<file path="src/rtl/note_stream_master.sv">
// Avalon-MM initiator that advances a table of falling notes once per frame
// and streams one sprite packet per slot plus a score/combo word to the VGA peripheral.
module note_stream_master #(
  parameter int unsigned NUM_SLOTS   = 32,
  parameter int unsigned SPEED       = 2,
  parameter int unsigned Y_LIMIT     = 480,
  parameter logic [15:0] ADDR_SPRITE = 16'h0006,
  parameter logic [15:0] ADDR_SCORE  = 16'h0004
) (
  input  logic        clk,
  input  logic        reset,
  input  logic        frame_tick,
  input  logic        load_valid,
  output logic        load_ready,
  input  logic [4:0]  load_index,
  input  logic [5:0]  load_n,
  input  logic [9:0]  load_x,
  input  logic [9:0]  load_y,
  input  logic [15:0] score,
  input  logic [15:0] combo,
  output logic [15:0] avm_address,
  output logic        avm_chipselect,
  output logic        avm_write,
  output logic [31:0] avm_writedata,
  input  logic        avm_waitrequest,
  output logic        busy,
  output logic        missed,
  output logic [7:0]  miss_count,
  output logic        overrun
);

  localparam int unsigned PTR_W = 5;
  localparam logic [PTR_W-1:0] LAST_SLOT = PTR_W'(NUM_SLOTS - 1);

  localparam logic [1:0] S_IDLE   = 2'd0;
  localparam logic [1:0] S_UPDATE = 2'd1;
  localparam logic [1:0] S_WRITE  = 2'd2;
  localparam logic [1:0] S_SCORE  = 2'd3;

  logic [1:0]                 state_q, state_d;
  logic [PTR_W-1:0]           ptr_q, ptr_d;
  logic [NUM_SLOTS-1:0][5:0]  n_q, n_d;
  logic [NUM_SLOTS-1:0][9:0]  x_q, x_d;
  logic [NUM_SLOTS-1:0][9:0]  y_q, y_d;
  logic [15:0]                addr_q, addr_d;
  logic                       cs_q, cs_d;
  logic                       wr_q, wr_d;
  logic [31:0]                wdata_q, wdata_d;
  logic                       busy_q, busy_d;
  logic                       missed_q, missed_d;
  logic [7:0]                 miss_count_q, miss_count_d;
  logic                       overrun_q, overrun_d;

  logic [10:0] sum;
  logic [5:0]  upd_n;
  logic [9:0]  upd_y;

  // Next-state, slot update and bus sequencing
  always_comb begin
    state_d      = state_q;
    ptr_d        = ptr_q;
    n_d          = n_q;
    x_d          = x_q;
    y_d          = y_q;
    addr_d       = addr_q;
    cs_d         = cs_q;
    wr_d         = wr_q;
    wdata_d      = wdata_q;
    missed_d     = 1'b0;
    miss_count_d = miss_count_q;
    overrun_d    = overrun_q;
    sum          = 11'd0;
    upd_n        = 6'd0;
    upd_y        = 10'd0;

    case (state_q)
      S_IDLE: begin
        if (load_valid && (32'(load_index) < NUM_SLOTS)) begin
          n_d[load_index] = load_n;
          x_d[load_index] = load_x;
          y_d[load_index] = load_y;
        end
        if (frame_tick) begin
          state_d = S_UPDATE;
          ptr_d   = '0;
        end
      end
      S_UPDATE: begin
        upd_n = n_q[ptr_q];
        upd_y = y_q[ptr_q];
        if (upd_n != 6'd0) begin
          sum = {1'b0, upd_y} + 11'(SPEED);
          if (sum >= 11'(Y_LIMIT)) begin
            upd_n    = 6'd0;
            upd_y    = 10'd0;
            missed_d = 1'b1;
            if (miss_count_q != 8'hFF) miss_count_d = miss_count_q + 8'd1;
          end else begin
            upd_y = sum[9:0];
          end
        end
        n_d[ptr_q] = upd_n;
        y_d[ptr_q] = upd_y;
        // Packet carries the post-update values; empty slots are sent too
        wr_d    = 1'b1;
        cs_d    = 1'b1;
        addr_d  = ADDR_SPRITE;
        wdata_d = {6'(ptr_q), upd_n, upd_y, x_q[ptr_q]};
        state_d = S_WRITE;
      end
      S_WRITE: begin
        if (!avm_waitrequest) begin
          wr_d = 1'b0;
          cs_d = 1'b0;
          if (ptr_q == LAST_SLOT) begin
            state_d = S_SCORE;
          end else begin
            ptr_d   = ptr_q + PTR_W'(1);
            state_d = S_UPDATE;
          end
        end
      end
      default: begin
        // First SCORE cycle launches the write; the second phase waits for acceptance
        if (!wr_q) begin
          wr_d    = 1'b1;
          cs_d    = 1'b1;
          addr_d  = ADDR_SCORE;
          wdata_d = {combo, score};
        end else if (!avm_waitrequest) begin
          wr_d    = 1'b0;
          cs_d    = 1'b0;
          state_d = S_IDLE;
        end
      end
    endcase

    if (frame_tick && (state_q != S_IDLE)) overrun_d = 1'b1;
    busy_d = (state_d != S_IDLE);
  end

  always_ff @(posedge clk or negedge reset) begin
    if (!reset) begin
      state_q      <= S_IDLE;
      ptr_q        <= '0;
      n_q          <= '0;
      x_q          <= '0;
      y_q          <= '0;
      addr_q       <= 16'd0;
      cs_q         <= 1'b0;
      wr_q         <= 1'b0;
      wdata_q      <= 32'd0;
      busy_q       <= 1'b0;
      missed_q     <= 1'b0;
      miss_count_q <= 8'd0;
      overrun_q    <= 1'b0;
    end else begin
      state_q      <= state_d;
      ptr_q        <= ptr_d;
      n_q          <= n_d;
      x_q          <= x_d;
      y_q          <= y_d;
      addr_q       <= addr_d;
      cs_q         <= cs_d;
      wr_q         <= wr_d;
      wdata_q      <= wdata_d;
      busy_q       <= busy_d;
      missed_q     <= missed_d;
      miss_count_q <= miss_count_d;
      overrun_q    <= overrun_d;
    end
  end

  assign load_ready     = (state_q == S_IDLE) && reset;
  assign avm_address    = addr_q;
  assign avm_chipselect = cs_q;
  assign avm_write      = wr_q;
  assign avm_writedata  = wdata_q;
  assign busy           = busy_q;
  assign missed         = missed_q;
  assign miss_count     = miss_count_q;
  assign overrun        = overrun_q;

endmodule

</file>
<file path="config.mk">
export PLATFORM = sky130hd
export DESIGN_NAME = note_stream_master
export DESIGN_NICKNAME = d
export VERILOG_FILES = /design/src/rtl/note_stream_master.sv
export SDC_FILE = /design/constraint.sdc
export NUM_CORES = 2
export LEC_CHECK = 0
export BUFFER_PORTS_ARGS = -buffer_cell sky130_fd_sc_hd__buf_2
export CAP_MARGIN = 20
export CELL_PAD_IN_SITES_DETAIL_PLACEMENT = 1
export CELL_PAD_IN_SITES_GLOBAL_PLACEMENT = 2
export CORE_MARGIN = 4
export CORE_UTILIZATION = 44
export CTS_BUF_LIST = sky130_fd_sc_hd__clkbuf_4 sky130_fd_sc_hd__clkbuf_8
export DETAILED_ROUTE_END_ITERATION = 6
export PLACE_DENSITY = 0.84
export REMOVE_ABC_BUFFERS = 1
export SYNTH_ARGS = -nofsm -noshare
export SYNTH_HDL_FRONTEND = slang
export SYNTH_SLANG_ARGS = --single-unit
</file>
<file path="constraint.sdc">
create_clock -name clk -period 5.8 [get_ports clk]
set_clock_uncertainty 0.05 [all_clocks]
set_input_delay 1.45 -clock clk [delete_from_list [all_inputs] [get_ports clk]]
set_output_delay 1.45 -clock clk [all_outputs]
set_load 0.01 [all_outputs]
</file>
Word level (Yosys, flattened, before mapping)
Cells that the tools add are included.

Register bits: 900. Input bits: 68. Output and inout bits: 62. Word-level logic and storage cells: 195.

$add $sub $neg: 3. $lt $le $gt $ge: 5. Equality and inequality tests: 9. Muxes and demuxes: 53. Bitwise operators: 2. Reduce and logical (&&, ||, !) cells: 17.

Operator list (count): 320-bit bitwise mux (3); 320-bit one-hot mux with 2 select lines (1); 192-bit bitwise mux (2); 192-bit one-hot mux with 2 select lines (1); 320-bit two-way mux (1); 192-bit two-way mux (1); 10-bit binary-select mux with 5-bit select (2); 10-bit demux with 5-bit select (2); 10-bit two-way mux (7); 32-bit one-hot mux with 2 select lines (1); 6-bit demux with 5-bit select (2); 6-bit two-way mux (6); 32-bit two-way mux (1); 16-bit one-hot mux with 2 select lines (1); 6-bit binary-select mux with 5-bit select (1); 16-bit two-way mux (1); 5-bit two-way mux (3); 5-bit by 6-bit < comparator with 1-bit output (second input constant) (2); 10-bit by 2-bit adder with 11-bit output (second input constant) (1); 11-bit by 9-bit >= comparator with 1-bit output (second input constant) (1); 5-bit by 1-bit >= comparator with 1-bit output (second input constant) (2); 2-bit two-way mux (5); 5-bit one-hot mux with 2 select lines (1); 8-bit by 1-bit adder with 8-bit output (second input constant) (1); 18 further kinds (40).

Longest topological paths before layout
Depth after elaboration: 9. Depth in mapped cells: 18. Gate-level depth less buffers: 11.

Worst setup path before layout
OpenSTA, ideal clock, no wires.

Path kind: register -> register. Start point: register ptr_q[1]. End point: register n_q[144] in the netlist's numbering. Library setup time: 0.142 ns. Arrival: 3.917 ns. Setup slack: 1.690 ns. Cell stages (with the launch flop): 18. Path buffers: 11. Period minus slack after synthesis: 4.110 ns. Cell sequence: dfrtp_1 > buf_2 > buf_4 > buf_4 > buf_4 > buf_4 > buf_4 > buf_2 > clkbuf_1 > clkbuf_1 > inv_1 > ha_1 > clkbuf_1 > nand2_1 > nor2_1 > o21ai_1 > clkbuf_1 > o221ai_1.

Word-level cells in the longest chain between the ends: 9.

RTL lines: from (decl) (RTL line 41) `logic [PTR_W-1:0] ptr_q, ptr_d;`; from (signal assigned) (RTL line 159) `ptr_q <= ptr_d;`; 10-bit binary-select mux with 5-bit select (RTL line 90) `upd_y = y_q[ptr_q];`; 10-bit two-way mux (implied by the code) (RTL line 90); 10-bit by 2-bit adder with 11-bit output (RTL line 92) `sum = {1'b0, upd_y} + 11'(SPEED);`; 11-bit by 9-bit >= comparator with 1-bit output (RTL line 93) `if (sum >= 11'(Y_LIMIT)) begin`; 6-bit two-way mux (RTL line 93); 6-bit two-way mux (RTL line 91) `if (upd_n != 6'd0) begin`; 6-bit two-way mux (RTL line 76) `case (state_q)`; 192-bit bitwise mux (*) (RTL line 102) `n_d[ptr_q] = upd_n;`; 192-bit one-hot mux with 2 select lines (*) (RTL line 76); to (signal assigned) (RTL line 160) `n_q <= n_d;`; to (decl) (RTL line 42) `logic [NUM_SLOTS-1:0][5:0] n_q, n_d;`.

Mark *: on every way between the ends. The rest lies on a longest branch, timed or not. The select of a mux whose other input is x is not followed. A chain may end at the register's enable or synchronous reset.

Final worst setup path
Start point: register ptr_q[0]. End point: register y_q[200] in the netlist's numbering.

Word-level cells in the longest chain between the ends: 9.

RTL lines: 10-bit binary-select mux with 5-bit select (RTL line 90); 10-bit two-way mux (implied by the code) (RTL line 90); 10-bit by 2-bit adder with 11-bit output (RTL line 92); 11-bit by 9-bit >= comparator with 1-bit output (RTL line 93); 10-bit two-way mux (RTL line 93); 10-bit two-way mux (RTL line 91); 10-bit two-way mux (RTL line 76); 320-bit bitwise mux (*) (RTL line 103) `y_d[ptr_q] = upd_y;`; 320-bit one-hot mux with 2 select lines (*) (RTL line 76); to (signal assigned) (RTL line 162) `y_q <= y_d;`; to (decl) (RTL line 44) `logic [NUM_SLOTS-1:0][9:0] y_q, y_d;`.

Marks and branches as above.

==> metrics <==
CTS H-tree lvls 4; Cell Rows between 100 and 150; Async SR Flop Fraction 100.0%; cell breakdown of the critical path buf_4 -> nand4bb_1 -> o22ai_1 -> nor4_1 -> nand2_1 -> ha_1 -> nand3_1 -> nor4_4 -> nor2_4 -> o21ai_2 -> nand2_1 -> o221ai_1; Detailed Routing Iterations Pass 1 6; GRT overflow 0; worst skew pair latency 0.85 ns; CP Capture Type flop; TritonCTS Buffers between 150 and 200; slowest stage delay, CP 0.81 ns; post-route insts no fill 5,574; final instance area 0.04948 mm^2; crit-path max FO 17; post-CTS setup buffers 0; post-synthesis sequential area ratio approximately half; Hold Fails Final Rpt 0; die area between 0.1 and 0.15 mm^2; storage element area 0.02218 mm^2; Yosys top cell by area dfrtp_1; fin nets 4,250; CTS tree yes; DR vias/cell 6.580; number of enable flip-flop cells after synthesis 0; PwrDens 522.6 mW/mm^2; DRC violations left 0; placed cell count ~5,300; clk root buf clkbuf_8; maximum VDD drop between 0.2 and 0.3 mV; family with the most delay on the worst path simple AND/OR/NAND/NOR gates; PostCTS Resize Cnt 0; gate count of the mapped netlist ~4,100; Avg Cell Area, Syn 10.74 um^2; antenna violations before repair 7; Initial Util 44.58%; core area 0.09899 mm^2; Synth top area share 50.24%; clk sinks 886; fmax 194.5 MHz; via count 36,678; RSZ-0062 raised after global routing no; Final setup viols 0; DP Area 0.04611 mm^2; first-pass GRT wire length 254,900 um; I/O pin cnt 130; Crit-path slowest cell o21ai_2; worst reg2reg startpoint ptr_q[0]$_DFFE_PN0P_; Top cell by count, worst path nand2_1; Post-DRT Antenna Nets 0; Data required, critical path 6.50 ns; Overall Global Routing Usage between 30% and 40%; Cell variety after synth 76; total power about 26 mW; #FFs+latches synth between 800 and 900; Setup TNS 0 ns; hold path startpoint overrun$_DFFE_PN0P_; pin count of the biggest net entering global routing 158; Leak Pwr 20.55 nW; first-iteration detailed-routing DRC count 3,483; GP Congestion 0.9320; warnings from Yosys 0; status complete, no violations; Port Buffers 115; synth top area cells dfrtp_1 (50%), mux2_2 (8.2%), mux4_2 (5.5%); hold_ws 0.4153 ns; Final min period slightly above 5 ns; Final Max Slew Viols 0; Synth Flop Type dfrtp_1; Critical Path Source ptr_q[0]$_DFFE_PN0P_; hold buffers post-CTS 0; CP startpoint kind flop; vias in the first global route 38,176; Fillers 10,633; max-cap viol count 0; Post-synth top cells dfrtp_1 (886), nand2_1 (590), mux2_2 (322); Tcrit/Tclk final between 80% and 90%; Cell Area, Synth approximately 0.044 mm^2; footprint of the multi-input gates 0.02041 mm^2; Hold Path Class reg2reg; area grow syn2layout 12.11%; Slew @ Worst Pin 1.183 ns; count leader, synth dfrtp_1; Worst Path Arrival 5.84 ns; overall routed net length 170,300 um; Die Y-Extent around 320 um; die width 324.7 um; Relative slew margins about a fifth; clock slew at reported path FFs 0.06 ns; layout cells sized above 1 23.97%; worst path bufs/invs 1; post-DP HPWL 115,900 um; Setup Crit Path Kind reg2reg; clk buf depth 3; drt wl/cell 30.55 um
## power breakdown
part           switching, mW  internal, mW  total, mW
logic                   6.51          3.46       9.97
registers               1.34          8.39       9.73
clock network           2.76          3.39       6.15
## worst paths after layout
kind,endpoint,slack [ns],depth (start not counted)
max,y_q[200]$_DFFE_PN0P_,0.66,12
min,overrun$_DFFE_PN0P_,0.42,1
max reg2reg,y_q[200]$_DFFE_PN0P_,0.66,12
min reg2reg,overrun$_DFFE_PN0P_,0.42,1
max in group asynchronous,y_q[51]$_DFFE_PN0P_,3.12,3
min in group asynchronous,y_q[97]$_DFFE_PN0P_,0.43,1
## cells in the final DEF (no fill, tap or decap), types with 9 or more instances in the layout
| cell type | count |
|---|---|
| dfrtp_1 | 881 |
| nand2_1 | 590 |
| mux2_2 | 322 |
| o21ai_0 | 299 |
| nor2_1 | 231 |
| o221ai_1 | 219 |
| mux2i_1 | 216 |
| clkbuf_8 | 193 |
| a21oi_1 | 173 |
| buf_4 | 143 |
| o22ai_1 | 115 |
| buf_2 | 115 |
| mux4_2 | 108 |
| a22oi_1 | 79 |
| o21ai_1 | 79 |
| clkbuf_4 | 52 |
| a31oi_1 | 49 |
| nand3_1 | 34 |
| a41oi_1 | 30 |
| nor3_1 | 27 |
| nor4_1 | 25 |
| a32oi_1 | 22 |
| o211ai_1 | 19 |
| nand4_1 | 18 |
| conb_1 | 14 |
| o21ai_2 | 13 |
| nor2b_1 | 12 |
| inv_1 | 11 |
| buf_12 | 11 |
| ha_1 | 10 |
| and2_1 | 9 |
## cell type report
| cell class | count | share of cell area [%] |
|---|---|---|
| antenna | 6 | 0.03035 |
| sequential | 886 | 44.84 |
| clock buffer | 245 | 6.158 |
| inverter | 12 | 0.09104 |
| multi-input combinational | 2843 | 41.25 |
| timing repair buffer | 274 | 3.933 |
| tap | 1287 | 3.255 |
| clock inverter | 21 | 0.4476 |
## kinds of logic after synthesis
group	synth area share [%]
AO/OA/AOI/OAI	16.89
AND/OR/NAND/NOR	9.832
flip-flops	50.24
multiplexers	18.63
buffers and inverters	3.913
adder cells (fa/ha/maj)	0.3119
XOR/XNOR	0.1786
other	0.008497
## routing by layer
metal,track usage (%),routed length (um)
met1,40.86,68250
met2,50.68,79560
met3,5.738,11550
met4,18.14,10890
met5,0,34
## registers in the layout, summed over array words and instances (netlist names), 2 cells and up
name,count
y_q,320
miss_count,8
n_q,192
avm_writedata,32
x_q,320
state_q,2
avm_address,2
ptr_q,5
## worst register-to-register path, stage by stage, from the launching register on
cell       delay, ns
dfrtp_4         0.53
buf_4           0.38
nand4bb_1       0.56
o22ai_1         0.38
nor4_1          0.11
nand2_1         0.24
ha_1            0.33
nand3_1         0.26
nor4_4          0.43
nor2_4          0.17
o21ai_2         0.81
nand2_1         0.48
o221ai_1        0.33
## stage by stage
step                      utilization (%)  setup WS [ns]
after floorplan                         -         -6.734
after global placement              46.54         0.9486
after detailed placement            46.57         0.8488
after CTS                           49.88         0.8119
after global routing                49.97         0.5097
final                               49.98         0.6586
Note: power is estimated with default switching activity, not from simulation.
